`src/rtl/scoreboard_uart_tx_if.sv`:
```
// Scoreboard snapshot request, snapshot fields and UART status outputs,
// bundled so the transmitter and whatever feeds it share one port.
interface scoreboard_uart_tx_if;
    logic       send;
    logic       team_sw;
    logic [7:0] runs;
    logic [3:0] wickets;
    logic [7:0] ball_count;
    logic       inning_over;
    logic       game_over;
    logic       winner;
    logic       tx;
    logic       busy;
    logic       frame_done;
    logic       dropped;

    modport master (
        output send, team_sw, runs, wickets, ball_count,
               inning_over, game_over, winner,
        input  tx, busy, frame_done, dropped
    );

    modport slave (
        input  send, team_sw, runs, wickets, ball_count,
               inning_over, game_over, winner,
        output tx, busy, frame_done, dropped
    );
endinterface

```
`src/rtl/scoreboard_uart_tx.sv`:
```
// Scoreboard snapshot transmitter: captures a match snapshot on each send
// pulse and serialises it as a 5-byte 8N1 UART frame
// (0xA5, status, runs, ball_count, xor checksum). One snapshot can wait
// behind the active frame; a newer one replaces it and reports a drop.
module scoreboard_uart_tx #(
    parameter int CLK_HZ = 100_000_000,
    parameter int BAUD   = 115200
) (
    input logic                 clk,
    input logic                 rst,
    scoreboard_uart_tx_if.slave bus
);
    localparam int CLKS_PER_BIT = CLK_HZ / BAUD;
    localparam int CNT_W        = (CLKS_PER_BIT > 2) ? $clog2(CLKS_PER_BIT) : 1;
    localparam logic [CNT_W-1:0] LAST_TICK = CNT_W'(CLKS_PER_BIT - 1);
    localparam logic [CNT_W-1:0] NEAR_LAST = CNT_W'(CLKS_PER_BIT - 2);
    localparam logic [7:0]       SYNC_BYTE = 8'hA5;
    localparam logic [2:0]       LAST_BYTE = 3'd4;

    typedef enum logic [1:0] {IDLE, START, DATA, STOP} state_t;

    state_t           state;
    logic [CNT_W-1:0] baud_cnt;
    logic [2:0]       bit_idx;
    logic [2:0]       byte_idx;
    logic [7:0]       shift;
    logic [23:0]      cur_snap;
    logic [23:0]      pend_snap;
    logic             pend_vld;
    logic [23:0]      snap_in;
    logic             bit_end;
    logic             frame_end;
    logic             tx_q;
    logic             busy_q;
    logic             done_q;
    logic             drop_q;

    // Byte idx of the frame built from a {status, runs, ball_count} snapshot.
    function automatic logic [7:0] frame_byte(input logic [23:0] snap,
                                              input logic [2:0]  idx);
        case (idx)
            3'd0:    frame_byte = SYNC_BYTE;
            3'd1:    frame_byte = snap[23:16];
            3'd2:    frame_byte = snap[15:8];
            3'd3:    frame_byte = snap[7:0];
            default: frame_byte = snap[23:16] ^ snap[15:8] ^ snap[7:0];
        endcase
    endfunction

    assign snap_in   = {bus.wickets, bus.team_sw, bus.inning_over, bus.game_over,
                        bus.winner, bus.runs, bus.ball_count};
    assign bit_end   = (baud_cnt == LAST_TICK);
    assign frame_end = (state == STOP) && (byte_idx == LAST_BYTE) && bit_end;

    // Transmit FSM, pending slot and all registered outputs. Data registers
    // are only loaded on capture, so reset leaves them alone.
    always_ff @(posedge clk) begin
        if (rst) begin
            state    <= IDLE;
            baud_cnt <= '0;
            bit_idx  <= '0;
            byte_idx <= '0;
            pend_vld <= 1'b0;
            tx_q     <= 1'b1;
            busy_q   <= 1'b0;
            done_q   <= 1'b0;
            drop_q   <= 1'b0;
        end else begin
            done_q <= 1'b0;
            drop_q <= 1'b0;
            // A send mid-frame parks in the pending slot; the end-of-frame
            // edge is handled in STOP so the newest snapshot launches directly.
            if ((state != IDLE) && !frame_end && bus.send) begin
                pend_snap <= snap_in;
                pend_vld  <= 1'b1;
                drop_q    <= pend_vld;
            end
            case (state)
                IDLE: begin
                    tx_q   <= 1'b1;
                    busy_q <= 1'b0;
                    if (bus.send) begin
                        cur_snap <= snap_in;
                        shift    <= SYNC_BYTE;
                        byte_idx <= '0;
                        baud_cnt <= '0;
                        tx_q     <= 1'b0;
                        busy_q   <= 1'b1;
                        state    <= START;
                    end
                end
                START: begin
                    if (bit_end) begin
                        baud_cnt <= '0;
                        bit_idx  <= '0;
                        tx_q     <= shift[0];
                        state    <= DATA;
                    end else begin
                        baud_cnt <= baud_cnt + CNT_W'(1);
                    end
                end
                DATA: begin
                    if (bit_end) begin
                        baud_cnt <= '0;
                        if (bit_idx == 3'd7) begin
                            tx_q  <= 1'b1;
                            state <= STOP;
                        end else begin
                            bit_idx <= bit_idx + 3'd1;
                            tx_q    <= shift[1];
                            shift   <= {1'b0, shift[7:1]};
                        end
                    end else begin
                        baud_cnt <= baud_cnt + CNT_W'(1);
                    end
                end
                STOP: begin
                    if ((byte_idx == LAST_BYTE) && (baud_cnt == NEAR_LAST)) begin
                        done_q <= 1'b1;
                    end
                    if (bit_end) begin
                        baud_cnt <= '0;
                        if (byte_idx == LAST_BYTE) begin
                            if (bus.send || pend_vld) begin
                                cur_snap <= bus.send ? snap_in : pend_snap;
                                drop_q   <= bus.send && pend_vld;
                                pend_vld <= 1'b0;
                                byte_idx <= '0;
                                shift    <= SYNC_BYTE;
                                tx_q     <= 1'b0;
                                state    <= START;
                            end else begin
                                busy_q <= 1'b0;
                                state  <= IDLE;
                            end
                        end else begin
                            byte_idx <= byte_idx + 3'd1;
                            shift    <= frame_byte(cur_snap, byte_idx + 3'd1);
                            tx_q     <= 1'b0;
                            state    <= START;
                        end
                    end else begin
                        baud_cnt <= baud_cnt + CNT_W'(1);
                    end
                end
                default: state <= IDLE;
            endcase
        end
    end

    assign bus.tx         = tx_q;
    assign bus.busy       = busy_q;
    assign bus.frame_done = done_q;
    assign bus.dropped    = drop_q;
endmodule

```
`src/flat_wrapper.sv`:
```
// flat-port wrapper written by rule: the top's interface ports become plain ports
module scoreboard_uart_tx_flat 
#(
    parameter int CLK_HZ = 100_000_000,
    parameter int BAUD   = 115200
)
  (clk, rst, bus_send, bus_team_sw, bus_runs, bus_wickets, bus_ball_count, bus_inning_over, bus_game_over, bus_winner, bus_tx, bus_busy, bus_frame_done, bus_dropped);
  scoreboard_uart_tx_if bus_i ();
  input logic clk;
  input logic rst;
  input wire logic [$bits(bus_i.send)-1:0] bus_send;
  input wire logic [$bits(bus_i.team_sw)-1:0] bus_team_sw;
  input wire logic [$bits(bus_i.runs)-1:0] bus_runs;
  input wire logic [$bits(bus_i.wickets)-1:0] bus_wickets;
  input wire logic [$bits(bus_i.ball_count)-1:0] bus_ball_count;
  input wire logic [$bits(bus_i.inning_over)-1:0] bus_inning_over;
  input wire logic [$bits(bus_i.game_over)-1:0] bus_game_over;
  input wire logic [$bits(bus_i.winner)-1:0] bus_winner;
  output wire logic [$bits(bus_i.tx)-1:0] bus_tx;
  output wire logic [$bits(bus_i.busy)-1:0] bus_busy;
  output wire logic [$bits(bus_i.frame_done)-1:0] bus_frame_done;
  output wire logic [$bits(bus_i.dropped)-1:0] bus_dropped;
  assign bus_i.send = bus_send;
  assign bus_i.team_sw = bus_team_sw;
  assign bus_i.runs = bus_runs;
  assign bus_i.wickets = bus_wickets;
  assign bus_i.ball_count = bus_ball_count;
  assign bus_i.inning_over = bus_inning_over;
  assign bus_i.game_over = bus_game_over;
  assign bus_i.winner = bus_winner;
  assign bus_tx = bus_i.tx;
  assign bus_busy = bus_i.busy;
  assign bus_frame_done = bus_i.frame_done;
  assign bus_dropped = bus_i.dropped;
  scoreboard_uart_tx #(.CLK_HZ(CLK_HZ), .BAUD(BAUD)) u_core (.clk(clk), .rst(rst), .bus(bus_i));
endmodule
```
`config.mk`:
```
export PLATFORM = sky130hd
export DESIGN_NAME = scoreboard_uart_tx_flat
export DESIGN_NICKNAME = d
export VERILOG_FILES = /design/src/rtl/scoreboard_uart_tx_if.sv /design/src/rtl/scoreboard_uart_tx.sv /design/src/flat_wrapper.sv
export SDC_FILE = /design/constraint.sdc
export NUM_CORES = 1
export LEC_CHECK = 0
export CAP_MARGIN = 20
export CORE_MARGIN = 2
export CORE_UTILIZATION = 50
export DETAILED_ROUTE_END_ITERATION = 7
export GPL_TIMING_DRIVEN = 0
export HOLD_SLACK_MARGIN = 0.02
export MAX_ROUTING_LAYER = met4
export PLACE_DENSITY = 0.7
export SYNTH_ARGS = -nofsm -noshare
export SYNTH_HDL_FRONTEND = slang
export SYNTH_SLANG_ARGS = --single-unit
```
`constraint.sdc`:
```
create_clock -name clk -period 8.1 [get_ports clk]
set_clock_uncertainty 0.15 [all_clocks]
set_input_delay 1.215 -clock clk [delete_from_list [all_inputs] [get_ports clk]]
set_output_delay 1.215 -clock clk [all_outputs]
set_load 0.05 [all_outputs]
```
==> results.toml <==
[cells_and_area]
syn2layout_area_growth_pct = 17.5
drive_above_1_share = 0.171
fill_cells = 663
fin_nets = 423
insertedDiodeCount = 0
final_area_sq_um = 4620
post_layout_nonfiller_instances = 489

[worst_setup_path]
startpoint_type = "flip-flop"
cp.arrival_ps = 1500
critPathMaxStageDelay_ps = 800
cp_data_required_time_ps = 6730
crit_fanout = 2
worstReg2RegEnd = "u_core.shift[4]"
worstReg2RegStart = "u_core.baud_cnt[1]"
cp_slowest_cell = "clkdlybuf4s50_1"
crit_chain = "clkdlybuf4s50_1"
reg2reg_setup_slack_ps = 5420
crit_buf_inv = 1
path_delay_family = "buffers and inverters"
reg2regPathDepth = 5
end_kind = "output pin"
crit_type = "flip-flop to output pin"

[die]
start_util = 0.512
io_pins = 31
num_rows = 32
die_x_um = 92.7
coreArea_sq_um = 7690
die_area_sq_um = 8600
die_h_um = 92.7

[grt]
grt_util_all_layers = 0.204
grt_pass1_vias = 2707
grt_pass1_wl_mm = 13.2
antenna_found_initial = 0
gr-total-overflow = 0
grt_max_degree = 19

[clocking]
cts.sinks = 79
hold_buffers = 0
cts_buffer_depth = 2
clk_latency_ps = 360
cts_setup_buffers = 0
cts-htree-levels = 3
clk_pin_slew_worst_paths_ps = 90
cts_resized = 0
cts_buffers = 9
cts_tree = "yes"
root_buffer = "clkbuf_8"

[synth]
synthTopCellsByArea = "edfxtp_1 (43%), dfxtp_1 (12%), mux2_2 (6.9%)"
yosysWarnings = 0
synth.avg_cell_area_sq_um = 11.6
async_flop_share = 0
ys_ff_latch = 79
synth_flop_cell = "edfxtp_1"
syn-num-nets = 380
yosys.area.top_type = "edfxtp_1"
synth-compound-area-share = 0.148
netlist_top_cells_count = "edfxtp_1 (56), a21oi_1 (26), mux2_2 (24)"
syn-cell-area_sq_um = 3940
synth_cells = 339
yosysMostFrequentCell = "edfxtp_1"
synth_top_area_frac = 0.427
synthSimpleGateAreaFrac = 0.120
synth_edf_count = 56
yosys.area_share.adder = 0.0445
synth-xor-area-share = 0.0353
synth_top_family_by_area = "compound AO/OA/AOI/OAI gates"
seq_area_frac_synth = 0.544
synth_mux_area_frac = 0.0738
synth.distinct_cells = 56

[place]
port_buffers = 28
dp_hpwl_mm = 5.57
post_dp_cell_area_sq_um = 4420
dp_slack_ps = 4990
dp_cells = 473
gp_congestion = 0.905

[timing]
period_needed_ps = 2870
worst_slew_pin_slew_ps = 983
finalCritPeriodShare = 0.354
fmax_mhz = 349
setup_viol = 0
rsz0062_at_grt = "false"
hold_viol = 0
finalSetupTns_ps = 0
relSlewSlack = 0.339
maxSlewViolCount = 0
finalWorstSetupSlack_ps = 5230

[power_and_ir_drop]
comb_power_share = 0.298
seqPwrFrac = 0.457
p_int_w = 0.000827
irDropWorstVdd_mv = 0.138
cellPowerDensity_nw_per_um2 = 270
p_switching_w = 0.000420
power.leakage_nw = 1.64
clkPwrFrac = 0.245
p_total_w = 0.00125
swShare = 0.337

[detailed_routing]
wire_per_inst_um = 16.0
wl_mm = 7.84
drt_iter0_markers = 181
antenna_left = 0
via_count = 2767
detail_route.vias_per_cell = 5.66
drc = 0
dr.pass1.iters = 4

[worst_hold_path]
hold_path.class = "flip-flop to flip-flop"
hp-start = "u_core.bit_idx[1]"
min_to = "u_core.bit_idx[1]"
holdPathStages = 2

[status]
status = "finished, final reports clean"

[run]
cap_violations = 0
-- power groups by stage --
stage                     clock, W  sequential, W  combinational (W)
after global placement           0       0.000582           0.000337
after floorplan                  0       0.000585           0.000246
after detailed placement         0       0.000578           0.000370
final                     0.000306       0.000569           0.000372
after CTS                 0.000311       0.000569           0.000371
after global routing      0.000329       0.000578           0.000410
-- sequential cells by signal (all words and copies together), names as in the netlist --
register / count
u_core.baud_cnt: 10
u_core.bit_idx: 3
u_core.bus.busy: 1
u_core.bus.dropped: 1
u_core.bus.frame_done: 1
u_core.bus.tx: 1
u_core.byte_idx: 3
u_core.cur_snap: 24
u_core.pend_snap: 24
u_core.pend_vld: 1
u_core.shift: 8
u_core.state: 2
-- stage by stage --
step | hold WS, ps | utilization
2_1_floorplan | 286 | -
3_3_place_gp | 295 | 0.565
3_5_place_dp | 306 | 0.575
4_1_cts | 319 | 0.601
5_1_grt | 355 | 0.601
6_report | 318 | 0.601
-- layout by cell type, fill, tap and decap left out, types with 5 or more instances in the layout --
cell             netlist  routed
clkbuf_8               0       9
edfxtp_1              56      56
inv_1                 14      14
dfxtp_1               23      23
mux2_2                24      24
ha_1                  14      14
clkdlybuf4s50_1        0      28
nand3_1                6       6
xnor2_1                7       7
clkbuf_1               7       7
a31oi_1                6       6
buf_2                  7       7
nand2_1               19      19
xor2_1                 7       7
buf_4                  2       5
nor3_1                 5       5
o22ai_1                5       5
o21ai_0               20      20
a21oi_1               26      26
nor2_1                20      20
-- layer usage --
layer / part of all wire / global-route usage / vias up
li1: - / - / 1367
met1: 0.47 / 0.269 / 1336
met2: 0.47 / 0.304 / 52
met3: 0.037 / 0.0464 / 12
met4: 0.024 / 0.0919 / 0
met5: 0 / - / -
-- kinds of logic (layout without fill, tap and decap cells) --
group	Yosys count	count (layout)
AND/OR/NAND/NOR	86	86
multiplexers	26	26
buffers and inverters	31	79
AO/OA/AOI/OAI	88	88
adder cells (fa/ha/maj)	14	14
XOR/XNOR	15	15
flip-flops	79	79
-- tightest hold or removal path: cells and delay by family, from the launching register on --
kind               cells  cell delay, ps
AOI/OAI and AO/OA      1              50
DFF                    1             320
and+or+nand+nor        1              50
-- worst max-delay path by stage --
stage | start | endpoint | slack [ps] | cells after the start
after global routing | u_core.bus.busy | bus_busy | 5190 | 1
after floorplan | rst | u_core.pend_snap[0] | 3480 | 3
after CTS | u_core.bus.busy | bus_busy | 5220 | 1
after global placement | rst | u_core.pend_snap[22] | 2010 | 3
final | u_core.bus.busy | bus_busy | 5230 | 1
after detailed placement | rst | u_core.shift[3] | 4990 | 3
-- layout make-up --
| class | count | area (sq um) | area share |
|---|---|---|---|
| clock buffers | 9 | 124 | 0.0268 |
| inverters | 14 | 52.6 | 0.0114 |
| plain buffers | 17 | 81.3 | 0.0176 |
| multi-input cells | 229 | 1680 | 0.364 |
| clock inverters | 7 | 81.3 | 0.0176 |
| flip-flops and latches | 79 | 2140 | 0.463 |
| well taps | 102 | 128 | 0.0276 |
| repair buffers | 32 | 330 | 0.0714 |
Power figures use the tool's default switching activity.
